File: src/rtl/serial_mag_comp.sv
// Bit-serial N-bit unsigned magnitude comparator.
// The block takes operands over a valid/ready handshake. It feeds them MSB-first
// through a 1-bit mux comparator cell and stops at the first bit that differs.
// The eq/gr/less result is registered and offered over a second valid/ready handshake.
module serial_mag_comp #(
   parameter int unsigned N_BITS = 8
) (
   input  logic              i_clk,
   input  logic              i_rst,
   input  logic              i_in_valid,
   output logic              o_in_ready,
   input  logic [N_BITS-1:0] i_a,
   input  logic [N_BITS-1:0] i_b,
   output logic              o_out_valid,
   input  logic              i_out_ready,
   output logic              o_eq,
   output logic              o_gr,
   output logic              o_less,
   output logic              o_busy
);

   localparam int unsigned CntW = $clog2(N_BITS + 1);

   typedef enum logic [1:0] {StIdle, StShift, StDone} state_e;

   state_e            r_state;
   state_e            w_state_d;
   logic [N_BITS-1:0] r_a_sr;
   logic [N_BITS-1:0] r_b_sr;
   logic [CntW-1:0]   r_cnt;
   logic              r_eq;
   logic              r_gr;
   logic              r_less;

   logic w_bit_a;
   logic w_bit_b;
   logic w_cell_gr;
   logic w_cell_less;
   logic w_cell_eq;
   logic w_last_bit;

   // 1-bit mux comparator cell on the current MSBs
   always_comb begin
      w_bit_a     = r_a_sr[N_BITS-1];
      w_bit_b     = r_b_sr[N_BITS-1];
      w_cell_gr   = w_bit_a ? ~w_bit_b : 1'b0;
      w_cell_less = w_bit_b ? ~w_bit_a : 1'b0;
      w_cell_eq   = ~(w_cell_gr | w_cell_less);
      w_last_bit  = (r_cnt == CntW'(1));
   end

   // State register
   always_ff @(posedge i_clk or posedge i_rst) begin
      if (i_rst) begin
         r_state <= StIdle;
      end else begin
         r_state <= w_state_d;
      end
   end

   // Next-state logic
   always_comb begin
      w_state_d = r_state;
      case (r_state)
         StIdle: begin
            if (i_in_valid) w_state_d = StShift;
         end
         StShift: begin
            // Leave on the first differing bit, or after the last bit if all matched
            if (!w_cell_eq || w_last_bit) w_state_d = StDone;
         end
         StDone: begin
            if (i_out_ready) w_state_d = StIdle;
         end
         default: w_state_d = StIdle;
      endcase
   end

   // Outputs decoded from state and the result flags
   always_comb begin
      o_in_ready  = (r_state == StIdle);
      o_out_valid = (r_state == StDone);
      o_busy      = (r_state != StIdle);
      o_eq        = r_eq;
      o_gr        = r_gr;
      o_less      = r_less;
   end

   // Datapath: operand shift registers, bit counter and result flags
   always_ff @(posedge i_clk or posedge i_rst) begin
      if (i_rst) begin
         r_a_sr <= '0;
         r_b_sr <= '0;
         r_cnt  <= '0;
         r_eq   <= 1'b0;
         r_gr   <= 1'b0;
         r_less <= 1'b0;
      end else begin
         case (r_state)
            StIdle: begin
               if (i_in_valid) begin
                  r_a_sr <= i_a;
                  r_b_sr <= i_b;
                  r_cnt  <= CntW'(N_BITS);
               end
            end
            StShift: begin
               r_a_sr <= r_a_sr << 1;
               r_b_sr <= r_b_sr << 1;
               r_cnt  <= r_cnt - CntW'(1);
               if (!w_cell_eq) begin
                  r_gr   <= w_cell_gr;
                  r_less <= w_cell_less;
                  r_eq   <= 1'b0;
               end else if (w_last_bit) begin
                  r_eq   <= 1'b1;
                  r_gr   <= 1'b0;
                  r_less <= 1'b0;
               end
            end
            StDone: begin
               // Flags are only meaningful while out_valid is high
               if (i_out_ready) begin
                  r_eq   <= 1'b0;
                  r_gr   <= 1'b0;
                  r_less <= 1'b0;
               end
            end
            default: ;
         endcase
      end
   end

endmodule

File: config.mk
export PLATFORM = sky130hd
export DESIGN_NAME = serial_mag_comp
export DESIGN_NICKNAME = d
export VERILOG_FILES = /design/src/rtl/serial_mag_comp.sv
export SDC_FILE = /design/constraint.sdc
export NUM_CORES = 1
export LEC_CHECK = 0
export CAP_MARGIN = 10
export CELL_PAD_IN_SITES_DETAIL_PLACEMENT = 1
export CELL_PAD_IN_SITES_GLOBAL_PLACEMENT = 1
export CORE_MARGIN = 8
export CORE_UTILIZATION = 41
export DETAILED_ROUTE_END_ITERATION = 6
export PLACE_DENSITY_LB_ADDON = 0.1
export SETUP_SLACK_MARGIN = 0.1
export SYNTH_ARGS = -nofsm -noshare
export SYNTH_HDL_FRONTEND = slang
export SYNTH_SLANG_ARGS = --single-unit
File: constraint.sdc
create_clock -name i_clk -period 4 [get_ports i_clk]
set_clock_uncertainty 0.15 [all_clocks]
set_input_delay 1.2 -clock i_clk [delete_from_list [all_inputs] [get_ports i_clk]]
set_output_delay 1.2 -clock i_clk [all_outputs]
set_load 0.05 [all_outputs]
**Word-level counts from Yosys, hierarchy flattened**

Cells that the tools add are included.
Widths: inputs -> output; s select.

- Logic and storage cells: 47
- Input port bits: 20
- Output and inout port bits: 6
- Register bits after elaboration: 25

- Multiplexer cells: 21
- Bitwise operators: 3
- Reduce and logical (&&, ||, !) cells: 8
- Eq/ne operators: 7
- $add $sub $neg: 1

Operator list:

| kind | count |
|---|---|
| $pmux 8 s2 | 2 |
| $mux 8 | 2 |
| $mux 1 | 8 |
| $pmux 4 s2 | 1 |
| $mux 2 | 3 |
| $pmux 1 s2 | 3 |
| $pmux 2 s3 | 1 |
| $reduce_and 3->1 | 2 |
| $reduce_bool 2->1 | 3 |
| $eq 4x1->1 const B | 1 |
| $mux 4 | 1 |
| $ne 2x2->1 const B | 2 |
| $sub 4x1->4 const B | 1 |
| $ne 3x3->1 const B | 1 |
| $eq 2x1->1 const B | 1 |
| $eq 2x2->1 const B | 1 |
| $logic_not 2->1 | 1 |
| $ne 2x1->1 const B | 1 |
| $not 1->1 | 2 |
| $reduce_and 2->1 | 1 |
| $logic_or 1x1->1 | 1 |
| $or 1x1->1 | 1 |

**Logic depth before layout (Yosys ltp)**

- Word-level depth: 6
- Depth in mapped cells: 5
- Depth with buffers taken out: 5

**Least setup slack after synthesis**

OpenSTA, ideal clock, no wires.

- Path kind: register to output
- From: register r_state[0]
- To: output o_in_ready
- Data arrival time: 1.586 ns
- Path slack: 1.064 ns
- Cell stages (with the launch flop): 6
- Path buffers: 3
- Required time: 2.650 ns
- Cells stage by stage: dfrtp_1 buf_6 buf_6 buf_4 or2_1 inv_1

- Word-level cells in the longest chain between the ends: 1

RTL lines:

| item | RTL line | RTL |
|---|---|---|
| from (decl) | 26 | `state_e r_state;` |
| from (signal assigned) | 55 | `r_state <= StIdle;` |
| from (signal assigned) | 57 | `r_state <= w_state_d;` |
| $logic_not 2->1 | 81 | `o_in_ready = (r_state == StIdle);` |
| to (decl) | 11 | `output logic o_in_ready,` |

No other way between the ends.

**Worst setup path in the final report**

Ends and elaborated chain as after synthesis.

==> key figures <==
Outcome
  – Status: completed

Place
  – Placer Congestion: around 0.78
  – Dpl cells: roughly 200
  – Hpwl dp: 2.37 mm
  – IO Port Bufs: 25

Route
  – Routed WL per cell: approximately 16 um
  – Total wire length: between 3 and 4 mm
  – Post-DRT Antenna Nets: 0
  – Initial DRC count: 27
  – DR vias/cell: between 5 and 6
  – Detailed Routing Iterations Pass 1: 4
  – Drt drc: 0
  – Vias: ~1000

Cells and area
  – Post-Layout Cell Count: around 200
  – Layout fillers: 350
  – Fin nets: ~180
  – Layout cells sized above 1: 0.0573
  – P&R area growth vs syn: 23.2%
  – Antenna cells: 0

Power
  – Pleak: around 0.70 nW
  – Max VDD drop: roughly 0.31 mV
  – Total power: 1.17 mW
  – Power per cell area: approximately 740 nW/um^2

Clock network
  – Post-CTS sizing: 0
  – CTS clock-pin slew for the worst setup and hold paths: ~0.14 ns
  – Root Driver: clkbuf_4
  – Clock tree sinks: 25
  – Post-CTS Setup Inserts: 0
  – Later-pin clock latency in the skew report: ~0.32 ns
  – Hold-fix buffers, CTS: 0
  – CTS H-tree lvls: 1
  – Clk buf depth: 2
  – CTS tree: built
  – Number of buffers created by CTS: 3

GRT
  – Vias in the first global route: around 1200
  – Largest net degree at the start of global routing: 26
  – First-pass GRT wire length: ~5.6 mm
  – Initial antenna violation count: 0
  – Tot GR Track Use: 0.135
  – Total grt overflow: 0

Timing
  – Final hold vios: 0
  – Final hold slack: ~0.35 ns
  – Worst slew pin tran: 0.956 ns
  – Period utilization: 0.845
  – Final min period: about 3.4 ns
  – RSZ-0062 raised after global routing: no
  – Fmax: about 300 MHz
  – Slew Limit Headroom: 0.362
  – Setup TNS: 0 ns
  – Final setup fails: 0
  – Max Transition Viols Final: 0

Floorplan
  – Core Region: 3030 um^2
  – Die X: 72.0 um
  – Io pins: 26
  – Initial Util: 0.425
  – Row cnt: 20
  – Die height: slightly above 70 um
  – Die area: 5190 um^2

Synth
  – Post-synth top cells: 25 x dfrtp_1, 19 x nand2_1, 16 x o21ai_0
  – Post-synthesis cell count: ~130
  – Count leader, synth: dfrtp_1
  – Synth cell types: 28
  – Warnings, synthesis: 0
  – Post-synth top area share: 0.486
  – Largest cells by area after synthesis: dfrtp_1 49%, o21ai_0 6.2%, nand2_1 5.5%
  – EDFF count, synth: 0
  – Multiplexer share of the synthesized area: 0.0165
  – Avg Inst Size Synth: around 9.6 um^2
  – Post-Syn Nets: 158
  – Post-Synth XOR/XNOR Area: 0
  – Async SR Flop Fraction: 1.00
  – Largest family of logic cells by synthesized area: compound AO/OA/AOI/OAI gates
  – Compound-Gate Fraction of Synth Area: 0.208
  – Synth Cell Area: roughly 1300 um^2
  – Top_reg_cell synth: dfrtp_1
  – Simple-gate share of the synthesized area: 0.184
  – Sequential share of the synthesized area: 0.486
  – Count of state elements after synthesis: 25
  – Largest area contributor in the netlist: dfrtp_1
  – Adder-cell share of the synthesized area: 0.0389

Setup path
  – Crit-path max cell delay: just under 0.8 ns
  – Worst setup SP type: flop
  – Critical path arrival: about 2.0 ns
  – Critical Path Fanout Max: 16
  – Crit Path Class: reg2out
  – CP required: 2.65 ns
  – CP Capture Type: primary output
  – Critical path's slowest cell: clkdlybuf4s50_1
  – Worst Path Buf+Inv: 2
  – CP Cell Sequence: or2_1 -> inv_1 -> clkdlybuf4s50_1
  – Top Family by Delay on Critical Path: buffers and inverters

Hold path
  – Worst hold path type: reg2reg

Flow run
  – Max-cap violations: 0
[worst min-delay path, cell delays in order (launching register included)]
cell and delay (ns):
dfrtp_1 0.37, nand2_1 0.05, o21ai_0 0.06
[metal layers]
layer / up-vias / routed length, um / track usage
met3: 2 / 120 / 0.0262
met1: 513 / 1440 / 0.160
met4: 0 / 19 / 0.0476
li1: 510 / - / -
met5: - / 0 / 0
met2: 17 / 1620 / 0.234
[registers in the layout, indices dropped and copies added (netlist names)]
signal	cells
r_b_sr	8
r_a_sr	8
o_eq	1
r_cnt	4
o_gr	1
o_less	1
r_state	2
[cell type report]
class                      instances  area, um^2  share of cell area
tap                               44        55.1              0.0347
timing repair buffer              28         273               0.172
sequential                        25         626               0.395
clock buffer                       3        22.5              0.0142
multi-input combinational         93         576               0.363
inverter                           7        26.3              0.0166
clock inverter                     1        7.51             0.00474
[cells by family after synthesis]
logic type	count (synthesis)
AOI/OAI and AO/OA	43
adders and majority gates	4
buffers and inverters	16
muxes	2
DFF	25
and+or+nand+nor	44
[stage by stage]
stage                      util  setup WS [ns]  cell area (um^2)
after floorplan               -           1.06              1290
after global placement    0.514           1.00              1560
after detailed placement  0.514          0.978              1560
after CTS                 0.524          0.598              1590
after global routing      0.524          0.522              1590
final                     0.524          0.621              1590
[layout by cell type (no fill, tap or decap), drive strengths merged]
| cell type | netlist | routed |
|---|---|---|
| clkdlybuf4s50 | 0 | 25 |
| dfrtp | 25 | 25 |
| nand2 | 19 | 19 |
| o21ai | 16 | 16 |
| a22oi | 9 | 9 |
| inv | 7 | 7 |
| a21oi | 7 | 7 |
| nor2 | 6 | 6 |
| and3b | 5 | 5 |
| ha | 4 | 4 |
| nor2b | 3 | 3 |
| nand2b | 3 | 3 |
| a22o | 3 | 3 |
| nor3 | 3 | 3 |
| a211oi | 3 | 3 |
| clkbuf | 1 | 3 |
| buf | 8 | 3 |
| and2b | 2 | 2 |
| o21a | 2 | 2 |
| or3b | 1 | 1 |
| a21o | 1 | 1 |
| o21bai | 1 | 1 |
| mux2 | 1 | 1 |
| or2 | 1 | 1 |
| a31oi | 1 | 1 |
| and4bb | 1 | 1 |
| mux2i | 1 | 1 |
| clkinvlp | 0 | 1 |
[worst paths after layout]
kind,startpoint,to,slack [ns],cells after the start
max,r_state[0]$_DFFE_PP0P_,o_in_ready,0.62,3
min,r_b_sr[5]$_DFFE_PP0P_,r_b_sr[5]$_DFFE_PP0P_,0.35,2
max reg2reg,r_state[0]$_DFFE_PP0P_,r_a_sr[2]$_DFFE_PP0P_,2.16,4
min reg2reg,r_b_sr[5]$_DFFE_PP0P_,r_b_sr[5]$_DFFE_PP0P_,0.35,2
max in group asynchronous,i_rst,r_cnt[3]$_DFFE_PP0P_,1.90,2
min in group asynchronous,i_rst,r_b_sr[6]$_DFFE_PP0P_,1.23,2
[report_power, final]
part / internal, mW / switching (mW)
Clock: 0.0382 / 0.0807
Sequential: 0.363 / 0.0981
Combinational: 0.244 / 0.341
Total: 0.646 / 0.520
No activity file was read; power rests on OpenSTA's default activity.
